### src/rtl/clock_timekeeper_pkg.sv
// Shared types and constants for the clock_timekeeper block.
// Contents: set-mode state encoding, blank digit code, field limits,
// digit payload struct and a small binary-to-BCD helper.
package clock_timekeeper_pkg;

   localparam int unsigned SEC_W  = 6;
   localparam int unsigned MIN_W  = 6;
   localparam int unsigned HOUR_W = 5;
   localparam int unsigned DIG_W  = 4;

   localparam logic [SEC_W-1:0]  SEC_MAX  = SEC_W'(59);
   localparam logic [MIN_W-1:0]  MIN_MAX  = MIN_W'(59);
   localparam logic [HOUR_W-1:0] HOUR_MAX = HOUR_W'(23);
   localparam logic [HOUR_W-1:0] NOON     = HOUR_W'(12);

   localparam logic [DIG_W-1:0] BLANK = 4'hF;

   typedef enum logic [1:0] {
      RUN      = 2'd0,
      SET_HOUR = 2'd1,
      SET_MIN  = 2'd2
   } state_e;

   // Four display digits, left to right.
   typedef struct packed {
      logic [DIG_W-1:0] d1;
      logic [DIG_W-1:0] d2;
      logic [DIG_W-1:0] d3;
      logic [DIG_W-1:0] d4;
   } digits_t;

   // Two-digit BCD of a 0..59 value: {tens, ones}.
   function automatic logic [2*DIG_W-1:0] to_bcd(input logic [5:0] v);
      return {DIG_W'(v / 6'd10), DIG_W'(v % 6'd10)};
   endfunction

endpackage

### src/rtl/clock_timekeeper_if.sv
// Button, display-mode and display-output bundle of clock_timekeeper.
// master: button/mode source side (drives btn_*, hour_mode_12, show_seconds).
// slave : timekeeper side (drives digit1..4, ptflag, pm, setting).
interface clock_timekeeper_if;

   logic       btn_mode;
   logic       btn_inc;
   logic       hour_mode_12;
   logic       show_seconds;
   logic [3:0] digit1;
   logic [3:0] digit2;
   logic [3:0] digit3;
   logic [3:0] digit4;
   logic       ptflag;
   logic       pm;
   logic [1:0] setting;

   modport master (
      output btn_mode, btn_inc, hour_mode_12, show_seconds,
      input  digit1, digit2, digit3, digit4, ptflag, pm, setting
   );

   modport slave (
      input  btn_mode, btn_inc, hour_mode_12, show_seconds,
      output digit1, digit2, digit3, digit4, ptflag, pm, setting
   );

endinterface

### src/rtl/clock_timekeeper_half_second_tick.sv
// Half-second prescaler: toggles ptflag every HALF cycles and flags the
// 0->1 toggle as sec_tick (combinational, valid in the cycle before it).
// Ports: clk, rst (sync, active-high), clr (restart phase), ptflag, sec_tick.
module half_second_tick #(
   parameter int unsigned HALF = 25_000_000
) (
   input  logic clk,
   input  logic rst,
   input  logic clr,
   output logic ptflag,
   output logic sec_tick
);

   localparam int unsigned CW = (HALF > 1) ? $clog2(HALF) : 1;
   localparam logic [CW-1:0] TERM = CW'(HALF - 1);

   logic [CW-1:0] cnt;

   // Prescaler counter and blink flag; clr restarts the phase like reset.
   always_ff @(posedge clk) begin
      if (rst || clr) begin
         cnt    <= '0;
         ptflag <= 1'b1;
      end else if (cnt == TERM) begin
         cnt    <= '0;
         ptflag <= ~ptflag;
      end else begin
         cnt    <= cnt + CW'(1);
      end
   end

   // Terminal count while low means the next edge is the rising toggle.
   assign sec_tick = (cnt == TERM) && !ptflag;

endmodule

### src/rtl/clock_timekeeper.sv
// Settable 24-hour time-of-day counter with 12/24h and HH:MM / MM:SS views.
// Ports: clk, rst (sync, active-high), bus (clock_timekeeper_if.slave):
//   in  btn_mode, btn_inc, hour_mode_12, show_seconds
//   out digit1..digit4 (BCD, 4'hF blank), ptflag, pm, setting (state code)
module clock_timekeeper
   import clock_timekeeper_pkg::*;
#(
   parameter int unsigned CLK_HZ = 50_000_000
) (
   input  logic                 clk,
   input  logic                 rst,
   clock_timekeeper_if.slave    bus
);

   localparam int unsigned HALF = CLK_HZ / 2;

   state_e              state;
   logic [SEC_W-1:0]    sec;
   logic [MIN_W-1:0]    min;
   logic [HOUR_W-1:0]   hour;
   logic                ptflag;
   logic                sec_tick;
   logic                clr;

   logic [HOUR_W-1:0]   hour_disp_c;
   logic [2*DIG_W-1:0]  hour_bcd_c;
   logic [2*DIG_W-1:0]  min_bcd_c;
   logic [2*DIG_W-1:0]  sec_bcd_c;
   digits_t             digits_c;
   digits_t             digits_q;
   logic                pm_q;

   // Leaving SET_MIN restarts the second so the first tick is a full second away.
   assign clr = (state == SET_MIN) && bus.btn_mode;

   half_second_tick #(.HALF(HALF)) u_tick (
      .clk      (clk),
      .rst      (rst),
      .clr      (clr),
      .ptflag   (ptflag),
      .sec_tick (sec_tick)
   );

   // Set-mode FSM and time counters; mode beats inc, ticks only count in RUN.
   always_ff @(posedge clk) begin
      if (rst) begin
         state <= RUN;
         sec   <= '0;
         min   <= '0;
         hour  <= '0;
      end else begin
         unique case (state)
            RUN: begin
               if (bus.btn_mode) begin
                  state <= SET_HOUR;
                  sec   <= '0;
               end else if (sec_tick) begin
                  if (sec == SEC_MAX) begin
                     sec <= '0;
                     if (min == MIN_MAX) begin
                        min  <= '0;
                        hour <= (hour == HOUR_MAX) ? '0 : hour + HOUR_W'(1);
                     end else begin
                        min <= min + MIN_W'(1);
                     end
                  end else begin
                     sec <= sec + SEC_W'(1);
                  end
               end
            end
            SET_HOUR: begin
               sec <= '0;
               if (bus.btn_mode) begin
                  state <= SET_MIN;
               end else if (bus.btn_inc) begin
                  hour <= (hour == HOUR_MAX) ? '0 : hour + HOUR_W'(1);
               end
            end
            SET_MIN: begin
               sec <= '0;
               if (bus.btn_mode) begin
                  state <= RUN;
               end else if (bus.btn_inc) begin
                  min <= (min == MIN_MAX) ? '0 : min + MIN_W'(1);
               end
            end
            default: begin
               state <= RUN;
            end
         endcase
      end
   end

   // Display digit selection: 12/24h mapping, view select and set-mode blink.
   always_comb begin
      hour_disp_c = hour;
      digits_c    = '0;
      if (bus.hour_mode_12) begin
         if (hour == '0) begin
            hour_disp_c = NOON;
         end else if (hour > NOON) begin
            hour_disp_c = hour - NOON;
         end
      end
      hour_bcd_c = to_bcd(6'(hour_disp_c));
      min_bcd_c  = to_bcd(min);
      sec_bcd_c  = to_bcd(sec);

      if ((state == RUN) && bus.show_seconds) begin
         digits_c = {min_bcd_c, sec_bcd_c};
      end else begin
         digits_c = {hour_bcd_c, min_bcd_c};
         if (bus.hour_mode_12 && (hour_bcd_c[7:4] == 4'd0)) begin
            digits_c.d1 = BLANK;
         end
         if (!ptflag && (state == SET_HOUR)) begin
            digits_c.d1 = BLANK;
            digits_c.d2 = BLANK;
         end
         if (!ptflag && (state == SET_MIN)) begin
            digits_c.d3 = BLANK;
            digits_c.d4 = BLANK;
         end
      end
   end

   // Registered display outputs.
   always_ff @(posedge clk) begin
      if (rst) begin
         digits_q <= '0;
         pm_q     <= 1'b0;
      end else begin
         digits_q <= digits_c;
         pm_q     <= (hour >= NOON);
      end
   end

   assign bus.digit1  = digits_q.d1;
   assign bus.digit2  = digits_q.d2;
   assign bus.digit3  = digits_q.d3;
   assign bus.digit4  = digits_q.d4;
   assign bus.pm      = pm_q;
   assign bus.ptflag  = ptflag;
   assign bus.setting = state;

endmodule

### src/flat_wrapper.sv
// flat-port wrapper written by rule: the top's interface ports become plain ports
module clock_timekeeper_flat import clock_timekeeper_pkg::*;
#(
   parameter int unsigned CLK_HZ = 50_000_000
)
  (clk, rst, bus_btn_mode, bus_btn_inc, bus_hour_mode_12, bus_show_seconds, bus_digit1, bus_digit2, bus_digit3, bus_digit4, bus_ptflag, bus_pm, bus_setting);
  clock_timekeeper_if bus_i ();
  input  logic clk;
  input  logic rst;
  input wire logic [$bits(bus_i.btn_mode)-1:0] bus_btn_mode;
  input wire logic [$bits(bus_i.btn_inc)-1:0] bus_btn_inc;
  input wire logic [$bits(bus_i.hour_mode_12)-1:0] bus_hour_mode_12;
  input wire logic [$bits(bus_i.show_seconds)-1:0] bus_show_seconds;
  output wire logic [$bits(bus_i.digit1)-1:0] bus_digit1;
  output wire logic [$bits(bus_i.digit2)-1:0] bus_digit2;
  output wire logic [$bits(bus_i.digit3)-1:0] bus_digit3;
  output wire logic [$bits(bus_i.digit4)-1:0] bus_digit4;
  output wire logic [$bits(bus_i.ptflag)-1:0] bus_ptflag;
  output wire logic [$bits(bus_i.pm)-1:0] bus_pm;
  output wire logic [$bits(bus_i.setting)-1:0] bus_setting;
  assign bus_i.btn_mode = bus_btn_mode;
  assign bus_i.btn_inc = bus_btn_inc;
  assign bus_i.hour_mode_12 = bus_hour_mode_12;
  assign bus_i.show_seconds = bus_show_seconds;
  assign bus_digit1 = bus_i.digit1;
  assign bus_digit2 = bus_i.digit2;
  assign bus_digit3 = bus_i.digit3;
  assign bus_digit4 = bus_i.digit4;
  assign bus_ptflag = bus_i.ptflag;
  assign bus_pm = bus_i.pm;
  assign bus_setting = bus_i.setting;
  clock_timekeeper #(.CLK_HZ(CLK_HZ)) u_core (.clk(clk), .rst(rst), .bus(bus_i));
endmodule
### config.mk
export PLATFORM = sky130hd
export DESIGN_NAME = clock_timekeeper_flat
export DESIGN_NICKNAME = d
export VERILOG_FILES = /design/src/rtl/clock_timekeeper_pkg.sv /design/src/rtl/clock_timekeeper_if.sv /design/src/rtl/clock_timekeeper_half_second_tick.sv /design/src/rtl/clock_timekeeper.sv /design/src/flat_wrapper.sv
export SDC_FILE = /design/constraint.sdc
export NUM_CORES = 1
export LEC_CHECK = 0
export CORE_UTILIZATION = 34
export CTS_BUF_LIST = sky130_fd_sc_hd__clkbuf_8 sky130_fd_sc_hd__clkbuf_16
export DETAILED_ROUTE_END_ITERATION = 8
export PLACE_DENSITY_LB_ADDON = 0.05
export SYNTH_ARGS = -nofsm -noshare
export SYNTH_HDL_FRONTEND = slang
export SYNTH_HIERARCHICAL = 1
export SYNTH_SLANG_ARGS = --single-unit
### constraint.sdc
create_clock -name clk -period 3.9 [get_ports clk]
set_input_delay 0.975 -clock clk [delete_from_list [all_inputs] [get_ports clk]]
set_output_delay 0.975 -clock clk [all_outputs]
set_load 0.01 [all_outputs]
==> load_flow_metrics.sql <==
INSERT INTO impl_metrics (metric_group, metric, value, unit) VALUES
('synth', 'ys_ff_latch', '62', ''),
('grt', 'gr-usage-met3', '0.0351', ''),
('floorplan', 'die_height', '107', 'um'),
('pwr', 'cellLeakagePower', '1.52', 'nW'),
('synth', 'synth_edf_count', '0', ''),
('placed_design', 'portBuffers', '25', ''),
('final_layout', 'register_area', '1240', 'um2'),
('sta', 'timing.fmax', '298', 'MHz'),
('pwr', 'netSwitchingPower', '0.000398', 'W'),
('final_layout', 'final_util', '0.397', ''),
('cts', 'postCtsSetupRepairBufs', '0', ''),
('worst_setup_path', 'worst-endpoint-arrival', '3.64', 'ns'),
('cts', 'cts_tree', 'done', ''),
('worst_setup_path', 'worst_setup_path_end_kind', 'flop', ''),
('pwr', 'vdd.ir_drop.worst', '164', 'uV'),
('cts', 'postCtsHoldBufs', '0', ''),
('cts', 'clock_sink_count', '62', ''),
('final_layout', 'multi_input_comb_area', '2350', 'um2'),
('sta', 'timing.slew.headroom', '0.601', ''),
('floorplan', 'die_width', '107', 'um'),
('synth', 'yosysMostFrequentCell', 'dfxtp_1', ''),
('worst_setup_path', 'crit_fanout', '8', ''),
('placed_design', 'post-dp-hpwl', '6.75', 'mm'),
('floorplan', 'dieArea', '11500', 'um2'),
('sta', 'tightest_slew', '0.598', 'ns'),
('pwr', 'intPower', '0.00105', 'W'),
('grt', 'maximum_number_of_pins_on_one_net_before_global_route_repair', '22', ''),
('pwr', 'sw_frac_of_total', '0.275', ''),
('pwr', 'report.power.total', '0.00145', 'W'),
('pwr', 'clockPowerShare', '0.411', ''),
('sta', 'rsz0062_at_grt', 'false', ''),
('worst_setup_path', 'critical_path.top_delay_family', 'simple AND/OR/NAND/NOR gates', ''),
('final_layout', 'layout.filler_cells', '1133', ''),
('cts', 'worst_setup_hold_path_clk_slew', '0.08', 'ns'),
('final_layout', 'layout.cell_area.non_filler', '4300', 'um2'),
('placed_design', 'placed_cells', '606', ''),
('detailed_routing', 'detail_route.wirelength', '9.14', 'mm'),
('sta', 'report.final.hold_viol_count', '0', ''),
('run_status', 'run_status', 'finished, final reports clean', ''),
('grt', 'grt_pass1_wl', '15.5', 'mm'),
('floorplan', 'floorplan.io_pins', '26', ''),
('synth', 'post_synth_inst_count', '465', ''),
('sta', 'timing.final.max_slew_violations', '0', ''),
('final_layout', 'area_growth', '13.7', '%'),
('grt', 'grt.met2_usage', '0.279', ''),
('floorplan', 'core_area', '10800', 'um2'),
('floorplan', 'initial_utilization', '0.349', ''),
('final_layout', 'antenna_cells', '0', ''),
('worst_setup_path', 'critPathRequiredTime', '4.18', 'ns'),
('detailed_routing', 'first_pass_iters', '4', ''),
('synth', 'synth.top_cells.by_area', 'dfxtp_1 33%, nor2_1 6.1%, ha_1 6.0%', ''),
('detailed_routing', 'drcViolationCount', '0', ''),
('final_layout', 'layoutNonFillerInstCount', '622', ''),
('synth', 'number_of_warnings_printed_during_yosys_synthesis', '6', ''),
('synth', 'synth_top_cells_by_count', '62 x dfxtp_1, 61 x nor2_1, 34 x nand2_1, 23 x a21oi_1, 20 x nand3_1', ''),
('synth', 'synth.cell_area', '3780', 'um2'),
('cts', 'cts-htree-levels', '3', ''),
('detailed_routing', 'detailroute.via_count', '3309', ''),
('grt', 'global_route.overflow_total', '0', ''),
('worst_setup_path', 'timing.critical_path.from_type', 'flop', ''),
('synth', 'synth_largest_type_area_fraction', '0.328', ''),
('worst_setup_path', 'criticalPathCategory', 'reg2reg', ''),
('final_layout', 'layout_cell_share_with_drive_strength_beyond_1', '0.0643', ''),
('worst_setup_path', 'timing.critical_path.slowest_cell_delay', '0.70', 'ns'),
('placed_design', 'place_congestion', '0.793', ''),
('synth', 'synth.avg_cell_area', '8.13', 'um2'),
('synth', 'part_of_the_yosys_area_used_for_sequential_elements', '0.328', ''),
('worst_setup_path', 'cells_along_the_critical_path', 'or4b_1 -> or4_1 -> nor3_1 -> nand4_4 -> a2111oi_4 -> nand4_1 -> xor2_1 -> nor2_1', ''),
('sta', 'fin_crit_sh', '0.860', ''),
('floorplan', 'rows', '38', ''),
('sta', 'setup_total_negative_slack', '0', 'ns');
-- cells in the final DEF (no fill, tap or decap), types with 4 or more instances in the layout --
cell and n:
xnor2_1 13, and2_1 5, o211ai_1 4, inv_1 16, nor2_1 61, a21oi_1 23
nand2b_1 12, a221oi_1 7, or4_1 8, a211oi_1 9, and3_1 10, clkdlybuf4s50_1 25
o21ai_0 15, nand4_1 15, dfxtp_1 62, nor2b_1 5, nand3_1 20, nor3_1 11
xor2_1 17, clkbuf_8 10, o31ai_1 5, or3_1 7, a31oi_1 4, nor4_1 4
ha_1 18, nand2_1 34
-- cells by family (layout without fill, tap and decap cells) --
logic type / after synthesis / count (layout) / share of synthesized area
compound gates: 102 / 102 / 0.198
xor+xnor: 30 / 30 / 0.0695
fa+ha+maj: 18 / 18 / 0.0596
buf+inv: 42 / 59 / 0.0500
flops: 62 / 62 / 0.328
mux: 2 / 2 / 0.00563
simple gates: 209 / 209 / 0.289
-- final timing paths --
check / start / end / cells past startpoint
min: u_core/u_tick/cnt[0]$_SDFF_PP0_ / u_core/u_tick/cnt[0]$_SDFF_PP0_ / 1
max: u_core/u_tick/cnt[7]$_SDFF_PP0_ / u_core/min[4]$_SDFFE_PP0P_ / 8
max reg2reg: u_core/u_tick/cnt[7]$_SDFF_PP0_ / u_core/min[4]$_SDFFE_PP0P_ / 8
min reg2reg: u_core/u_tick/cnt[0]$_SDFF_PP0_ / u_core/u_tick/cnt[0]$_SDFF_PP0_ / 1
-- cell type report --
type | instances | share of cell area
clock inverters | 6 | 0.0163
well taps | 140 | 0.0407
repair buffers | 27 | 0.0617
flip-flops and latches | 62 | 0.289
clock buffers | 10 | 0.0320
multi-input cells | 361 | 0.547
inverters | 16 | 0.0140
-- routing by layer --
metal | wire length (um) | part of all wire
met5 | 0 | 0
met1 | 4640 | 0.51
met2 | 4170 | 0.46
met3 | 279 | 0.031
met4 | 51 | 0.0056
-- sequential cells by signal, indices dropped and copies added (netlist names) --
register,flops
u_core/bus.digit1,4
u_core/bus.digit2,4
u_core/bus.digit3,4
u_core/bus.digit4,4
u_core/bus.pm,1
u_core/bus.setting,2
u_core/hour,5
u_core/min,6
u_core/sec,6
u_core/u_tick/cnt,25
u_core/u_tick/ptflag,1
-- power groups by stage --
stage | registers (W) | clock network [W] | logic, W
after floorplan | 0.000691 | 0 | 0.000112
after global placement | 0.000686 | 0 | 0.000182
after detailed placement | 0.000687 | 0 | 0.000181
after CTS | 0.000672 | 0.000621 | 0.000182
after global routing | 0.000675 | 0.000649 | 0.000203
final | 0.000671 | 0.000595 | 0.000182
-- through the flow --
stage          hold slack [ns]  setup slack, ns
6_report                 0.476            0.547
5_1_grt                  0.514            0.289
3_5_place_dp             0.465            0.550
4_1_cts                  0.484            0.530
3_3_place_gp             0.456            0.558
2_1_floorplan            0.438            0.893
Note: power is estimated with default switching activity, not from simulation.
